### src/rtl/tiny16_bus_pkg.sv
// Shared tiny16 bus definitions: arbiter state encoding and default widths.
package tiny16_bus_pkg;

    localparam int unsigned AW_DEF   = 16;
    localparam int unsigned DW_DEF   = 16;
    localparam int unsigned NREQ_MAX = 8;
    localparam int unsigned WCNT_W   = 4;

    typedef enum logic [1:0] {
        IDLE   = 2'd0,
        ACCESS = 2'd1,
        WAIT   = 2'd2,
        DONE   = 2'd3
    } arb_state_e;

endpackage

### src/rtl/mem_arbiter_rr_picker.sv
// rr_picker: combinational request picker.
//   req       - request vector
//   rr_ptr    - round-robin start position (must be < NREQ)
//   prio_en   - when set, req[0] wins outright
//   win_c     - one-hot winner (zero when no request)
//   win_idx_c - index of the winner
//   valid_c   - at least one request present
module rr_picker
    import tiny16_bus_pkg::*;
#(
    parameter int unsigned NREQ = 4,
    parameter int unsigned IW   = 2
) (
    input  logic [NREQ-1:0] req,
    input  logic [IW-1:0]   rr_ptr,
    input  logic            prio_en,
    output logic [NREQ-1:0] win_c,
    output logic [IW-1:0]   win_idx_c,
    output logic            valid_c
);

    // Scan from rr_ptr upward, wrapping NREQ-1 -> 0; first hit wins.
    always_comb begin
        int unsigned pos;
        win_c     = '0;
        win_idx_c = '0;
        valid_c   = 1'b0;
        pos       = 0;
        if (prio_en && req[0]) begin
            win_c[0] = 1'b1;
            valid_c  = 1'b1;
        end else begin
            for (int unsigned i = 0; i < NREQ; i++) begin
                pos = 32'(rr_ptr) + i;
                if (pos >= NREQ) begin
                    pos = pos - NREQ;
                end
                if (!valid_c && req[IW'(pos)]) begin
                    win_c[IW'(pos)] = 1'b1;
                    win_idx_c       = IW'(pos);
                    valid_c         = 1'b1;
                end
            end
        end
    end

endmodule

### src/rtl/mem_arbiter.sv
// mem_arbiter: shares the single tiny16 memory port among NREQ masters.
// Port 0 is the CPU controller; the rest are DMA/IO/video masters.
// One transaction at a time: IDLE -> ACCESS -> WAIT x WAIT_STATES -> DONE.
//   clk, rst           - clock, asynchronous active-low reset
//   req/lock/we        - per-port request, grant-keep, write flag
//   addr/wdata         - flattened per-port address / write data
//   gnt/ack/rdata      - owner one-hot, one-cycle completion pulse, read data
//   mem_en/mem_we/mem_addr/mem_wdata/mem_rdata - memory-side port
//   busy               - a transaction is in progress
module mem_arbiter
    import tiny16_bus_pkg::*;
#(
    parameter int unsigned NREQ        = 4,
    parameter int unsigned AW          = AW_DEF,
    parameter int unsigned DW          = DW_DEF,
    parameter int unsigned WAIT_STATES = 0,
    parameter bit          CPU_PRIO    = 1'b1
) (
    input  logic             clk,
    input  logic             rst,
    input  logic [NREQ-1:0]    req,
    input  logic [NREQ-1:0]    lock,
    input  logic [NREQ-1:0]    we,
    input  logic [NREQ*AW-1:0] addr,
    input  logic [NREQ*DW-1:0] wdata,
    output logic [NREQ-1:0]  gnt,
    output logic [NREQ-1:0]  ack,
    output logic [DW-1:0]    rdata,
    output logic             mem_en,
    output logic             mem_we,
    output logic [AW-1:0]    mem_addr,
    output logic [DW-1:0]    mem_wdata,
    input  logic [DW-1:0]    mem_rdata,
    output logic             busy
);

    localparam int unsigned IW = $clog2(NREQ);

    arb_state_e          state_q, state_d;
    logic [IW-1:0]       idx_q, idx_d;
    logic [AW-1:0]       addr_q, addr_d;
    logic [DW-1:0]       wdata_q, wdata_d;
    logic                we_q, we_d;
    logic [WCNT_W-1:0]   wcnt_q, wcnt_d;
    logic [IW-1:0]       rr_ptr_q, rr_ptr_d;
    logic                lock_valid_q, lock_valid_d;
    logic [IW-1:0]       lock_idx_q, lock_idx_d;

    logic [NREQ-1:0]     gnt_d, ack_d;
    logic [DW-1:0]       rdata_d;
    logic                mem_en_d, mem_we_d, busy_d;
    logic [AW-1:0]       mem_addr_d;
    logic [DW-1:0]       mem_wdata_d;

    logic [NREQ-1:0]     pick_win_c;
    logic [IW-1:0]       pick_idx_c;
    logic                pick_valid_c;
    logic                lock_hit_c;
    logic [IW-1:0]       sel_idx_c;

    rr_picker #(
        .NREQ (NREQ),
        .IW   (IW)
    ) u_picker (
        .req       (req),
        .rr_ptr    (rr_ptr_q),
        .prio_en   (CPU_PRIO),
        .win_c     (pick_win_c),
        .win_idx_c (pick_idx_c),
        .valid_c   (pick_valid_c)
    );

    // A locked owner that is still requesting beats both CPU priority and round-robin.
    assign lock_hit_c = lock_valid_q && req[lock_idx_q];
    assign sel_idx_c  = lock_hit_c ? lock_idx_q : pick_idx_c;

    // Next-state and next-output logic; all outputs are registered below.
    always_comb begin
        state_d      = state_q;
        idx_d        = idx_q;
        addr_d       = addr_q;
        wdata_d      = wdata_q;
        we_d         = we_q;
        wcnt_d       = wcnt_q;
        rr_ptr_d     = rr_ptr_q;
        lock_valid_d = lock_valid_q;
        lock_idx_d   = lock_idx_q;
        gnt_d        = gnt;
        ack_d        = '0;
        rdata_d      = rdata;
        mem_en_d     = 1'b0;
        mem_we_d     = 1'b0;
        mem_addr_d   = '0;
        mem_wdata_d  = '0;
        busy_d       = busy;

        case (state_q)
            IDLE: begin
                gnt_d  = '0;
                busy_d = 1'b0;
                // Lock is forfeited as soon as its owner stops requesting in IDLE.
                if (lock_valid_q && !req[lock_idx_q]) begin
                    lock_valid_d = 1'b0;
                end
                if (pick_valid_c) begin
                    state_d     = ACCESS;
                    idx_d       = sel_idx_c;
                    addr_d      = addr[32'(sel_idx_c) * AW +: AW];
                    wdata_d     = wdata[32'(sel_idx_c) * DW +: DW];
                    we_d        = we[sel_idx_c];
                    wcnt_d      = WCNT_W'(WAIT_STATES);
                    busy_d      = 1'b1;
                    mem_en_d    = 1'b1;
                    mem_we_d    = we[sel_idx_c];
                    mem_addr_d  = addr[32'(sel_idx_c) * AW +: AW];
                    mem_wdata_d = wdata[32'(sel_idx_c) * DW +: DW];
                    if (lock_hit_c) begin
                        gnt_d             = '0;
                        gnt_d[lock_idx_q] = 1'b1;
                    end else begin
                        gnt_d = pick_win_c;
                    end
                end
            end

            ACCESS, WAIT: begin
                busy_d = 1'b1;
                if (wcnt_q == '0) begin
                    // Last memory cycle: capture read data and close the transaction.
                    state_d      = DONE;
                    ack_d[idx_q] = 1'b1;
                    if (!we_q) begin
                        rdata_d = mem_rdata;
                    end
                    rr_ptr_d     = (idx_q == IW'(NREQ - 1)) ? '0 : idx_q + IW'(1);
                    lock_valid_d = lock[idx_q];
                    lock_idx_d   = idx_q;
                end else begin
                    state_d     = WAIT;
                    wcnt_d      = wcnt_q - WCNT_W'(1);
                    mem_en_d    = 1'b1;
                    mem_we_d    = we_q;
                    mem_addr_d  = addr_q;
                    mem_wdata_d = wdata_q;
                end
            end

            DONE: begin
                state_d = IDLE;
                gnt_d   = '0;
                busy_d  = 1'b0;
            end

            default: begin
                state_d = IDLE;
                gnt_d   = '0;
                busy_d  = 1'b0;
            end
        endcase
    end

    // State, latched transaction and registered outputs.
    always_ff @(posedge clk or negedge rst) begin
        if (!rst) begin
            state_q      <= IDLE;
            idx_q        <= '0;
            addr_q       <= '0;
            wdata_q      <= '0;
            we_q         <= 1'b0;
            wcnt_q       <= '0;
            rr_ptr_q     <= '0;
            lock_valid_q <= 1'b0;
            lock_idx_q   <= '0;
            gnt          <= '0;
            ack          <= '0;
            rdata        <= '0;
            mem_en       <= 1'b0;
            mem_we       <= 1'b0;
            mem_addr     <= '0;
            mem_wdata    <= '0;
            busy         <= 1'b0;
        end else begin
            state_q      <= state_d;
            idx_q        <= idx_d;
            addr_q       <= addr_d;
            wdata_q      <= wdata_d;
            we_q         <= we_d;
            wcnt_q       <= wcnt_d;
            rr_ptr_q     <= rr_ptr_d;
            lock_valid_q <= lock_valid_d;
            lock_idx_q   <= lock_idx_d;
            gnt          <= gnt_d;
            ack          <= ack_d;
            rdata        <= rdata_d;
            mem_en       <= mem_en_d;
            mem_we       <= mem_we_d;
            mem_addr     <= mem_addr_d;
            mem_wdata    <= mem_wdata_d;
            busy         <= busy_d;
        end
    end

endmodule

### config.mk
export PLATFORM = sky130hd
export DESIGN_NAME = mem_arbiter
export DESIGN_NICKNAME = d
export VERILOG_FILES = /design/src/rtl/tiny16_bus_pkg.sv /design/src/rtl/mem_arbiter_rr_picker.sv /design/src/rtl/mem_arbiter.sv
export SDC_FILE = /design/constraint.sdc
export NUM_CORES = 1
export LEC_CHECK = 0
export BUFFER_PORTS_ARGS = -buffer_cell sky130_fd_sc_hd__buf_2
export CAP_MARGIN = 5
export CELL_PAD_IN_SITES_DETAIL_PLACEMENT = 1
export CELL_PAD_IN_SITES_GLOBAL_PLACEMENT = 1
export CORE_UTILIZATION = 40
export DETAILED_ROUTE_END_ITERATION = 6
export GPL_TIMING_DRIVEN = 0
export PLACE_DENSITY = 0.89
export SLEW_MARGIN = 5
export SYNTH_ARGS = -nofsm -noshare
export SYNTH_HDL_FRONTEND = slang
export SYNTH_SLANG_ARGS = --single-unit
### constraint.sdc
create_clock -name clk -period 4.8 [get_ports clk]
set_input_delay 0.24 -clock clk [delete_from_list [all_inputs] [get_ports clk]]
set_output_delay 0.24 -clock clk [all_outputs]
set_load 0.03 [all_outputs]
# Yosys cells after proc, flatten, opt, wreduce, memory -nomap -nowiden
# Index checks and enable logic that the tools add are counted.
[classes]
addsub = 9
mul = 0
div_mod_pow = 0
n_lt_le_gt_ge = 17
n_eq_ne = 8
shifts = 2
n_mux = 85
n_bitwise = 4
reduce_logical = 25
[ops]
columns = ["cell", "n"]
rows = [
  ["$shiftx A64 B7 Y16", 2],
  ["$mux W16", 4],
  ["$pmux W16 S2", 2],
  ["$mux W4", 13],
  ["$mux W2", 16],
  ["$mux W1", 29],
  ["$lt A2 B3 Y1 const B", 7],
  ["$pmux W4 S2", 2],
  ["$bmux W1 S2", 7],
  ["$demux W1 S2", 6],
  ["$ge A2 B1 Y1 const B", 6],
  ["$or A4 B4 Y4", 3],
  ["$logic_and A1 B1 Y1", 11],
  ["$ge A3 B3 Y1 const B", 3],
  ["$reduce_and A3 Y1", 3],
  ["$ne A2 B2 Y1 const B", 4],
  ["$sub A2 B1 Y2 const B", 4],
  ["$add A2 B2 Y3 const B", 2],
  ["$eq A2 B2 Y1 const B", 3],
  ["$pmux W1 S2", 3],
  ["$pmux W2 S3", 1],
  ["$logic_not A1 Y1", 4],
  ["$logic_not A4 Y1", 1],
  ["$reduce_and A2 Y1", 2],
  ["11 further kinds", 12],
]
[totals]
regBits = 105
latchBits = 0
ramBits = 0
mem_bits_ro = 0
mem_count = 0

# Logic depth before layout (Yosys ltp)
# Gate-level depths: netlist of the first run.
[logic_depth]
word_depth = 24
ltp_mapped = 11

# Cells and area by module
# A second synthesis of the first run with hierarchy kept.
[hier_totals]
hier_cells = 563
hier_area_um2 = 6261.0
[modules_own_cells]
columns = ["module", "instances", "cells_per_inst", "area_per_inst_um2"]
rows = [
  ["mem_arbiter", 1, 509, 5784.3],
  ["rr_picker", 1, 54, 476.7],
]

# Worst setup path after synthesis of the first run
# OpenSTA, ideal clock, no wires.
[synth_path]
path_kind = "register -> register"
start = "register rr_ptr_q[0]"
end = "register mem_addr[13]"
setup_time_ns = 0.140
arrival_time_ns = 2.941
required_time_ns = 4.660
setup_slack_ns = 1.720
path_stages_with_launch = 12
path_buffers = 3
cell_sequence = "dfrtp_1 > buf_6 > inv_1 > ha_1 > mux4_2 > nor4b_4 > nor2_2 > a22oi_4 > buf_6 > buf_12 > mux2i_1 > o221ai_1"
[synth_via]
elab_chain_cells = 23
[synth_lines]
columns = ["item", "line_no", "source"]
rows = [
  ["start, declared", "mem_arbiter.sv:45", "logic [IW-1:0] rr_ptr_q, rr_ptr_d;"],
  ["start signal, assigned", "mem_arbiter.sv:189", "rr_ptr_q <= rr_ptr_d;"],
  ["$ge A2 B3 Y1 or $sub A2 B1 Y2 (tied branches)", "mem_arbiter_rr_picker.sv:35, mem_arbiter_rr_picker.sv:36", ""],
  ["$mux W2", "mem_arbiter_rr_picker.sv:35", "if (pos >= NREQ) begin"],
  ["$mux W2", "mem_arbiter_rr_picker.sv:29", "if (prio_en && req[0]) begin"],
  ["$bmux W1 S2", "mem_arbiter_rr_picker.sv:38", "if (!valid_c && req[IW'(pos)]) begin"],
  ["$mux W1 (implied by the code)", "mem_arbiter_rr_picker.sv:38", ""],
  ["$mux W1", "mem_arbiter_rr_picker.sv:38", ""],
  ["$mux W1", "mem_arbiter_rr_picker.sv:29", ""],
  ["$logic_not A1 Y1", "mem_arbiter_rr_picker.sv:38", ""],
  ["(+8 left out)", "--", ""],
  ["$logic_and A1 B1 Y1", "mem_arbiter_rr_picker.sv:38", ""],
  ["$mux W2", "mem_arbiter_rr_picker.sv:38", ""],
  ["$mux W2", "mem_arbiter_rr_picker.sv:29", ""],
  ["$mux W2", "mem_arbiter.sv:75", "assign sel_idx_c = lock_hit_c ? lock_idx_q : pick_idx_c;"],
  ["$shiftx A64 B7 Y16", "mem_arbiter.sv:115", "mem_addr_d = addr[32'(sel_idx_c) * AW +: AW];"],
  ["$mux W16 (*)", "mem_arbiter.sv:105", "if (pick_valid_c) begin"],
  ["$pmux W16 S2 (*)", "mem_arbiter.sv:97", "case (state_q)"],
  ["net mem_addr_d[13]", "mem_arbiter.sv:52", "logic [AW-1:0] mem_addr_d;"],
  ["end signal, assigned", "mem_arbiter.sv:197", "mem_addr <= mem_addr_d;"],
  ["end, declared", "mem_arbiter.sv:31", "output logic [AW-1:0] mem_addr,"],
]
# Mark *: on every way through the listed nets, which the timed path passes. The rest lies on a longest branch. The select of a mux whose other input is x is not followed.
# A chain may end at the register's enable or synchronous reset.

# Worst setup path in the final report of the first run
[layout_path]
start = "register rr_ptr_q[0]"
end = "register addr_q[0]"
[layout_via]
elab_chain_cells = 21
[layout_lines]
columns = ["item", "line_no", "source"]
rows = [
  ["$ge A2 B3 Y1 or $sub A2 B1 Y2 (tied branches)", "mem_arbiter_rr_picker.sv:35, mem_arbiter_rr_picker.sv:36", ""],
  ["$mux W2", "mem_arbiter_rr_picker.sv:35", ""],
  ["$mux W2", "mem_arbiter_rr_picker.sv:29", ""],
  ["$bmux W1 S2", "mem_arbiter_rr_picker.sv:38", ""],
  ["$mux W1 (implied by the code)", "mem_arbiter_rr_picker.sv:38", ""],
  ["$mux W1", "mem_arbiter_rr_picker.sv:38", ""],
  ["$mux W1", "mem_arbiter_rr_picker.sv:29", ""],
  ["$logic_not A1 Y1", "mem_arbiter_rr_picker.sv:38", ""],
  ["(+5 left out)", "--", ""],
  ["$mux W1", "mem_arbiter_rr_picker.sv:38", ""],
  ["$mux W1", "mem_arbiter_rr_picker.sv:29", ""],
  ["$logic_not A1 Y1", "mem_arbiter_rr_picker.sv:38", ""],
  ["$logic_and A1 B1 Y1", "mem_arbiter_rr_picker.sv:38", ""],
  ["$mux W2", "mem_arbiter_rr_picker.sv:38", ""],
  ["$mux W2", "mem_arbiter_rr_picker.sv:29", ""],
  ["$mux W2", "mem_arbiter.sv:75", ""],
  ["$shiftx A64 B7 Y16", "mem_arbiter.sv:108", "addr_d = addr[32'(sel_idx_c) * AW +: AW];"],
  ["end signal, assigned", "mem_arbiter.sv:185", "addr_q <= addr_d;"],
  ["end, declared", "mem_arbiter.sv:41", "logic [AW-1:0] addr_q, addr_d;"],
]
# Several ways; a longest one is shown, not always the timed one. The select of a mux whose other input is x is not followed.

==> run_results.csv, run 1 <==
group,metric,value,unit
run_status,status,"finished, final reports clean",
power,p_leak,3.454,nW
finish,syn_to_final_growth,29.35,%
timing,finalCritPeriodShare,0.7991,
die,die-height,120.0,um
routing,wl,18.33,mm
critical_path,crit_arrival,4.02,ns
routing,vias,5157,
finish,stdcell_area,0.007201,sq mm
finish,final_common_cell,"buf_2",
critical_path,setup.worst_path.end_class,"flip-flop",
timing,max_freq,0.2607,GHz
synthesis,synthesis.instances,495,
clock_network,clockRootBuffer,"clkbuf_16",
timing,rsz0062_at_grt,"false",
placed_design,io_buffers,216,
routing,ant_nets,0,
routing,drc,0,
clock_network,h-tree-depth,3,
placed_design,placed_cells,888,
timing,drv_slew,0,
power,powerDensity,744.8,mW/mm^2
synthesis,async_reset_ff_frac,1.000,
clock_network,cts_made_buffers,9,
finish,instances_no_fill,904,
die,initial_core_util,0.4154,
synthesis,netlist_area,0.005567,sq mm
worst_hold_path,hold_path_end,"rdata[14]",
clock_network,cts.path.max_buffers,2,
clock_network,clock_sinks,105,
placed_design,dp_hpwl,14.04,mm
placed_design,post_dp_cell_area,0.006898,sq mm
placed_design,place_congestion,0.8142,
critical_path,reg2reg_depth,9,
die,die_width,120.0,um
finish,post-route-util,0.5373,
routing,dr.pass1.iters,4,
timing,min_period,3.836,ns
timing,finalHoldViolCount,0,
critical_path,worstPathRequired,4.99,ns
die,io_pins,217,
critical_path,crit_fanout,10,
placed_design,dp_slack,0.9768,ns
worst_hold_path,min_path_cells,2,
critical_path,setup.worst_path.start_class,"flip-flop",
critical_path,r2r_end,"addr_q[0]",
synthesis,synth-seq-cells,105,
finish,layout-drive-gt1-share,0.3901,
die,coreArea,0.01340,sq mm
synthesis,synth_ff_type,"dfrtp_1",
timing,tightestPinTransition,0.8806,ns
global_routing,grt_pass1_wl,28.98,mm
timing,skew,0.008919,ns
clock_network,cts_tree,"built",
power,ir_drop,0.0002935,V
clock_network,post_cts_buffers,0,
flow_run,maxCapViolations,0,
die,rows,42,
timing,slew_headroom,0.4116,
global_routing,grt_pass1_vias,5709,
clock_network,cts_resized,0,
finish,final_cell_mix,"buf_2, dfrtp_1, nand2_1",
finish,multi_input_area,0.002691,sq mm
synthesis,synth_cell_types,42,
global_routing,grt_use_total,0.2616,
critical_path,critical_path_class,"flip-flop to flip-flop",
timing,setup_viol,0,
synthesis,synthesis.nets,669,
routing,drt-initial-drc-count,246,
finish,fin_nets,898,
routing,wl_per_cell,20.27,um
finish,seq_area,0.002628,sq mm
synthesis,synth_edf_count,0,
timing,tns,0,ns
worst_hold_path,hold_class,"primary input to flip-flop",
finish,diodes,0,
synthesis,avgSynthCellArea,11.25,sq um
critical_path,reg2reg_slack,0.96,ns
synthesis,ys_seq_area_frac,0.4720,
global_routing,antenna_found_initial,0,
finish,fillers,1523,
global_routing,gr-total-overflow,0,
synthesis,yosysWarnings,0,
clock_network,postCtsHoldBufs,1,
critical_path,r2r_start,"rr_ptr_q[0]",
global_routing,grt_max_degree,56,
clock_network,worstSkewPairLatency,0.35,ns
die,die-area,0.01439,sq mm
clock_network,path_clk_slew,0.07,ns
timing,worst_slack,0.9643,ns
routing,viasPerCell,5.705,
worst_hold_path,hold_start,"mem_rdata[14]",
-- power by group --
group | internal, mW | total [mW] | switching (mW)
clock | 0.404 | 0.752 | 0.348
combinational | 1.17 | 3.12 | 1.96
sequential | 1.28 | 1.49 | 0.211
-- worst max-delay path, stage by stage, from the launching register on --
cell      delay (ns)
dfrtp_1         0.50
buf_6           0.20
inv_1           0.09
ha_1            0.42
mux4_2          0.67
nor4_2          0.53
nor2_1          0.24
nand3_1         0.34
clkbuf_1        0.44
o221ai_1        0.23
-- logic make-up after synthesis --
| kind of cell | after synthesis | share of synthesized area |
|---|---|---|
| AOI/OAI and AO/OA | 117 | 0.1657 |
| muxes | 90 | 0.1791 |
| DFF | 105 | 0.4720 |
| buffers and inverters | 42 | 0.04450 |
| adders and majority gates | 16 | 0.03596 |
| and+or+nand+nor | 125 | 0.1027 |
-- worst max path at each step --
stage | depth (start not counted) | endpoint | slack [ns] | from
2_1_floorplan | 11 | mem_addr[13] | 1.72 | rr_ptr_q[0]
3_5_place_dp | 9 | wdata_q[14] | 0.98 | rr_ptr_q[0]
4_1_cts | 9 | addr_q[0] | 0.95 | rr_ptr_q[0]
5_1_grt | 9 | addr_q[0] | 0.64 | rr_ptr_q[0]
3_3_place_gp | 9 | addr_q[2] | 1.15 | rr_ptr_q[0]
6_report | 9 | addr_q[0] | 0.96 | rr_ptr_q[0]
-- stage by stage --
stage	total power [mW]	hold slack (ns)
finish	5.363	0.1243
global placement	4.427	0.4676
global route	5.701	0.1166
CTS	5.386	0.1189
floorplan	3.669	-0.05559
detailed placement	4.617	0.3230
-- per-layer routing --
metal / global-route usage / wire length [um]
met1: 0.3165 / 7487
met4: 0.09844 / 300
met5: 0 / 0
met3: 0.03707 / 889
met2: 0.4680 / 9647
-- layout make-up --
cell class                 count  area share
tap                          176     0.03058
clock inverter                 6    0.009383
inverter                      11    0.005734
timing repair buffer         218      0.1557
clock buffer                   9     0.03128
sequential                   105      0.3649
buffer                        31     0.02867
multi-input combinational    348      0.3738
-- cell usage after synthesis, drive strengths merged, types with 2 or more instances --
cell type / n / area share
a21oi: 9 / 0.0081
a22oi: 10 / 0.016
and2: 5 / 0.0056
and3: 2 / 0.0022
buf: 20 / 0.030
clkbuf: 11 / 0.0074
dfrtp: 105 / 0.47
ha: 16 / 0.036
inv: 11 / 0.0074
mux2: 17 / 0.034
mux2i: 67 / 0.12
mux4: 6 / 0.024
nand2: 88 / 0.059
nand2b: 3 / 0.0034
nand3: 4 / 0.0045
nand3b: 3 / 0.0040
nor2: 9 / 0.0065
nor2b: 3 / 0.0034
nor3: 2 / 0.0018
nor4: 2 / 0.0034
o21a: 2 / 0.0027
o21ai: 21 / 0.020
o221ai: 66 / 0.10
o31ai: 4 / 0.0054
-- sequential cells by signal (all words and copies together) (netlist names), 2 cells and up --
| signal | cells |
|---|---|
| ack | 4 |
| addr_q | 16 |
| gnt | 4 |
| idx_q | 2 |
| lock_idx_q | 2 |
| mem_addr | 16 |
| mem_wdata | 16 |
| rdata | 16 |
| rr_ptr_q | 2 |
| state_q | 2 |
| wcnt_q | 4 |
| wdata_q | 16 |
No activity file was read; power rests on OpenSTA's default activity.
==> run 2: changes to the inputs <==
Settings changed: ABC_AREA from default to 1, CORE_UTILIZATION 40 to 32, PLACE_DENSITY 0.89 to 0.8.
Clock period 4.8 ns to 3.5 ns, I/O delays scaled along.
==> run 2 against run 1 <==
  * Sequential cell count unchanged
  * Largest cell class unchanged
  * First-iteration DRC count increased by 6.9%
  * Synthesized cell count increased by 82%
  * Sequential share of layout area decreased by 4.2 points
  * Total power increased by 52%
  * Clock-buffer cell count increased by 1
  * Hold slack got worse by 0.067 ns
  * Die area increased by 42%
==> run_results.csv, run 2 <==
group,metric,value,unit
timing,finalHoldViolCount,0,
timing,skew,0.008086,ns
global_routing,grt_pass1_wl,33.04,mm
synthesis,netlist_area,0.006372,sq mm
routing,wl_per_cell,14.96,um
timing,slew_headroom,0.5057,
power,ir_drop,0.0003720,V
power,p_int,4.017,mW
clock_network,path_clk_slew,0.07,ns
finish,syn_to_final_growth,27.74,%
global_routing,grt_max_degree,55,
die,rows,51,
synthesis,async_reset_ff_frac,1.000,
placed_design,io_buffers,216,
run_status,status,"finished, final reports clean",
routing,dr.pass1.iters,4,
placed_design,post_dp_cell_area,0.007815,sq mm
global_routing,grt_pass1_vias,6577,
die,io_pins,217,
finish,final_cell_mix,"nand2_1, buf_2, inv_1",
global_routing,antenna_found_initial,3,
timing,rsz0062_at_grt,"false",
synthesis,synth_common_cells,"nand2_1, inv_1, nand3_1, dfrtp_1, a21oi_1",
routing,drc,0,
finish,stdcell_area,0.008140,sq mm
clock_network,cts.path.max_buffers,2,
finish,post-route-util,0.4183,
die,coreArea,0.01946,sq mm
clock_network,clock_sinks,105,
power,p_leak,4.836,nW
synthesis,ys_seq_area_frac,0.4123,
power,power.switching,4.148,mW
routing,vias,6503,
power,clock_power_share,0.130,
synthesis,synth_cell_types,32,
clock_network,cts_made_buffers,9,
global_routing,grt_use_total,0.2109,
timing,tightestPinTransition,0.7414,ns
routing,viasPerCell,4.642,
finish,fin_nets,1304,
clock_network,h-tree-depth,3,
power,p_comb_frac,0.624,
finish,final_common_cell,"nand2_1",
synthesis,synth.most_common_cell,"nand2_1",
routing,drt-initial-drc-count,263,
timing,finalCritPeriodShare,0.8524,
timing,drv_slew,0,
finish,fillers,2560,
die,die-height,143.1,um
synthesis,ys_top_cells_by_area,"dfrtp_1, nand2_1, nand3_1",
timing,min_period,2.984,ns
worst_hold_path,hold_class,"primary input to flip-flop",
finish,layout-drive-gt1-share,0.2619,
power,p_seq_frac,0.246,
die,die-area,0.02048,sq mm
clock_network,cts_tree,"built",
synthesis,avgSynthCellArea,7.073,sq um
die,die_width,143.1,um
critical_path,crit_fanout,11,
synthesis,synthesis.instances,901,
routing,wl,20.97,mm
die,initial_core_util,0.3274,
finish,instances_no_fill,1401,
synthesis,yosys.area.top_type,"dfrtp_1",
timing,max_freq,0.3352,GHz
synthesis,netlist.area_leader.share,0.4123,
power,total_power,8.165,mW
timing,setup_viol,0,
synthesis,synth-seq-cells,105,
clock_network,post_cts_buffers,0,
synthesis,yosysWarnings,0,
power,p_sw_frac,0.5081,
critical_path,crit_arrival,3.18,ns
critical_path,setup.worst_path.start_class,"flip-flop",
placed_design,dp_hpwl,16.39,mm
timing,tns,0,ns
critical_path,critical_path_class,"flip-flop to flip-flop",
flow_run,maxCapViolations,0,
critical_path,setup.worst_path.end_class,"flip-flop",
placed_design,placed_cells,1383,
synthesis,synth_ff_type,"dfrtp_1",
placed_design,place_congestion,0.8232,
synthesis,synthesis.nets,1075,
clock_network,postCtsHoldBufs,1,
power,powerDensity,1003,mW/mm^2
synthesis,synth_edf_count,0,
clock_network,cts_resized,0,
global_routing,gr-total-overflow,0,
critical_path,worstPathRequired,3.70,ns
clock_network,worstSkewPairLatency,0.35,ns
clock_network,clockRootBuffer,"clkbuf_16",
routing,ant_nets,0,
run 2: cell types whose count changed in the layout (fill, tap and decap cells not counted), moves of 5 or more:
cell / change
nand2_1: +206
nand3_1: +155
inv_1: +150
mux2i_1: -67
o221ai_1: -66
a21oi_1: +31
nand2_2: +9
buf_6: +8
a22oi_1: -7
mux4_2: -6
and2_1: -5
buf_1: +5
run 2: worst paths after layout:
path	from	endpoint	slack, ns	cells past startpoint
min in group asynchronous	rst	gnt[3]	0.43	2
worst min register to register	wdata_q[13]	wdata_q[13]	0.48	2
max in group asynchronous	rst	wdata_q[9]	2.37	3
worst max register to register	rr_ptr_q[0]	mem_addr[4]	0.52	16
worst max-delay path	rr_ptr_q[0]	mem_addr[4]	0.52	16
worst min-delay path	mem_rdata[10]	rdata[10]	0.06	2
run 2: worst max-delay path, stage by stage, from the launching register on:
cell and delay, ns:
dfrtp_1 0.47, buf_6 0.19, inv_6 0.07, ha_1 0.37, inv_1 0.14, nand3_1 0.08, nand2_1 0.15, nand4_2 0.17
nand2_1 0.11, inv_2 0.05, nand2_4 0.09, clkbuf_1 0.47, nand3_1 0.15, nand3_1 0.12, nand2_1 0.06, nand2_1 0.07
a21oi_1 0.07
run 2: logic make-up (layout without fill, tap and decap cells):
logic type | count (synthesis) | after routing | synth area share
other cells | 0 | 2 | 0
mux | 16 | 16 | 0.02827
buf+inv | 213 | 446 | 0.1416
fa+ha+maj | 16 | 16 | 0.03142
simple gates | 482 | 482 | 0.3285
compound gates | 69 | 69 | 0.05792
flops | 105 | 105 | 0.4123
run 2: layout make-up:
class / instances / area, sq um / share of cell area
Sequential cell: 105 / 2628 / 0.3228
Inverter: 168 / 636.9 / 0.07824
Clock inverter: 5 / 81.33 / 0.009991
Antenna cell: 2 / 5.005 / 0.0006148
Timing Repair Buffer: 218 / 1121 / 0.1377
Clock buffer: 10 / 229.0 / 0.02813
Multi-Input combinational cell: 583 / 2843 / 0.3492
Tap cell: 265 / 331.6 / 0.04073
Buffer: 45 / 265.3 / 0.03259
run 2: per-layer routing:
| layer | global-route usage | up-vias | part of all wire |
|---|---|---|---|
| met4 | 0.04754 | 0 | 0.012 |
| met1 | 0.2571 | 3064 | 0.44 |
| li1 | - | 3246 | - |
| met2 | 0.3692 | 178 | 0.48 |
| met3 | 0.05533 | 15 | 0.070 |
| met5 | 0 | - | 0 |
run 2: through the flow:
step / hold slack [ns] / setup slack (ns)
6_report: 0.05760 / 0.5164
5_1_grt: 0.05724 / 0.2166
4_1_cts: 0.04549 / 0.5220
3_5_place_dp: 0.2825 / 0.5403
3_3_place_gp: 0.4121 / 0.6100
2_1_floorplan: -0.1206 / 1.224
run 2: power groups by stage:
stage | Sequential [mW] | Combinational (mW) | Clock [mW]
after floorplan | 2.50 | 3.09 | 0
after global placement | 2.01 | 5.00 | 0
after detailed placement | 2.04 | 5.13 | 0
after CTS | 2.01 | 5.16 | 1.09
after global routing | 2.07 | 5.73 | 1.13
final | 2.01 | 5.09 | 1.06
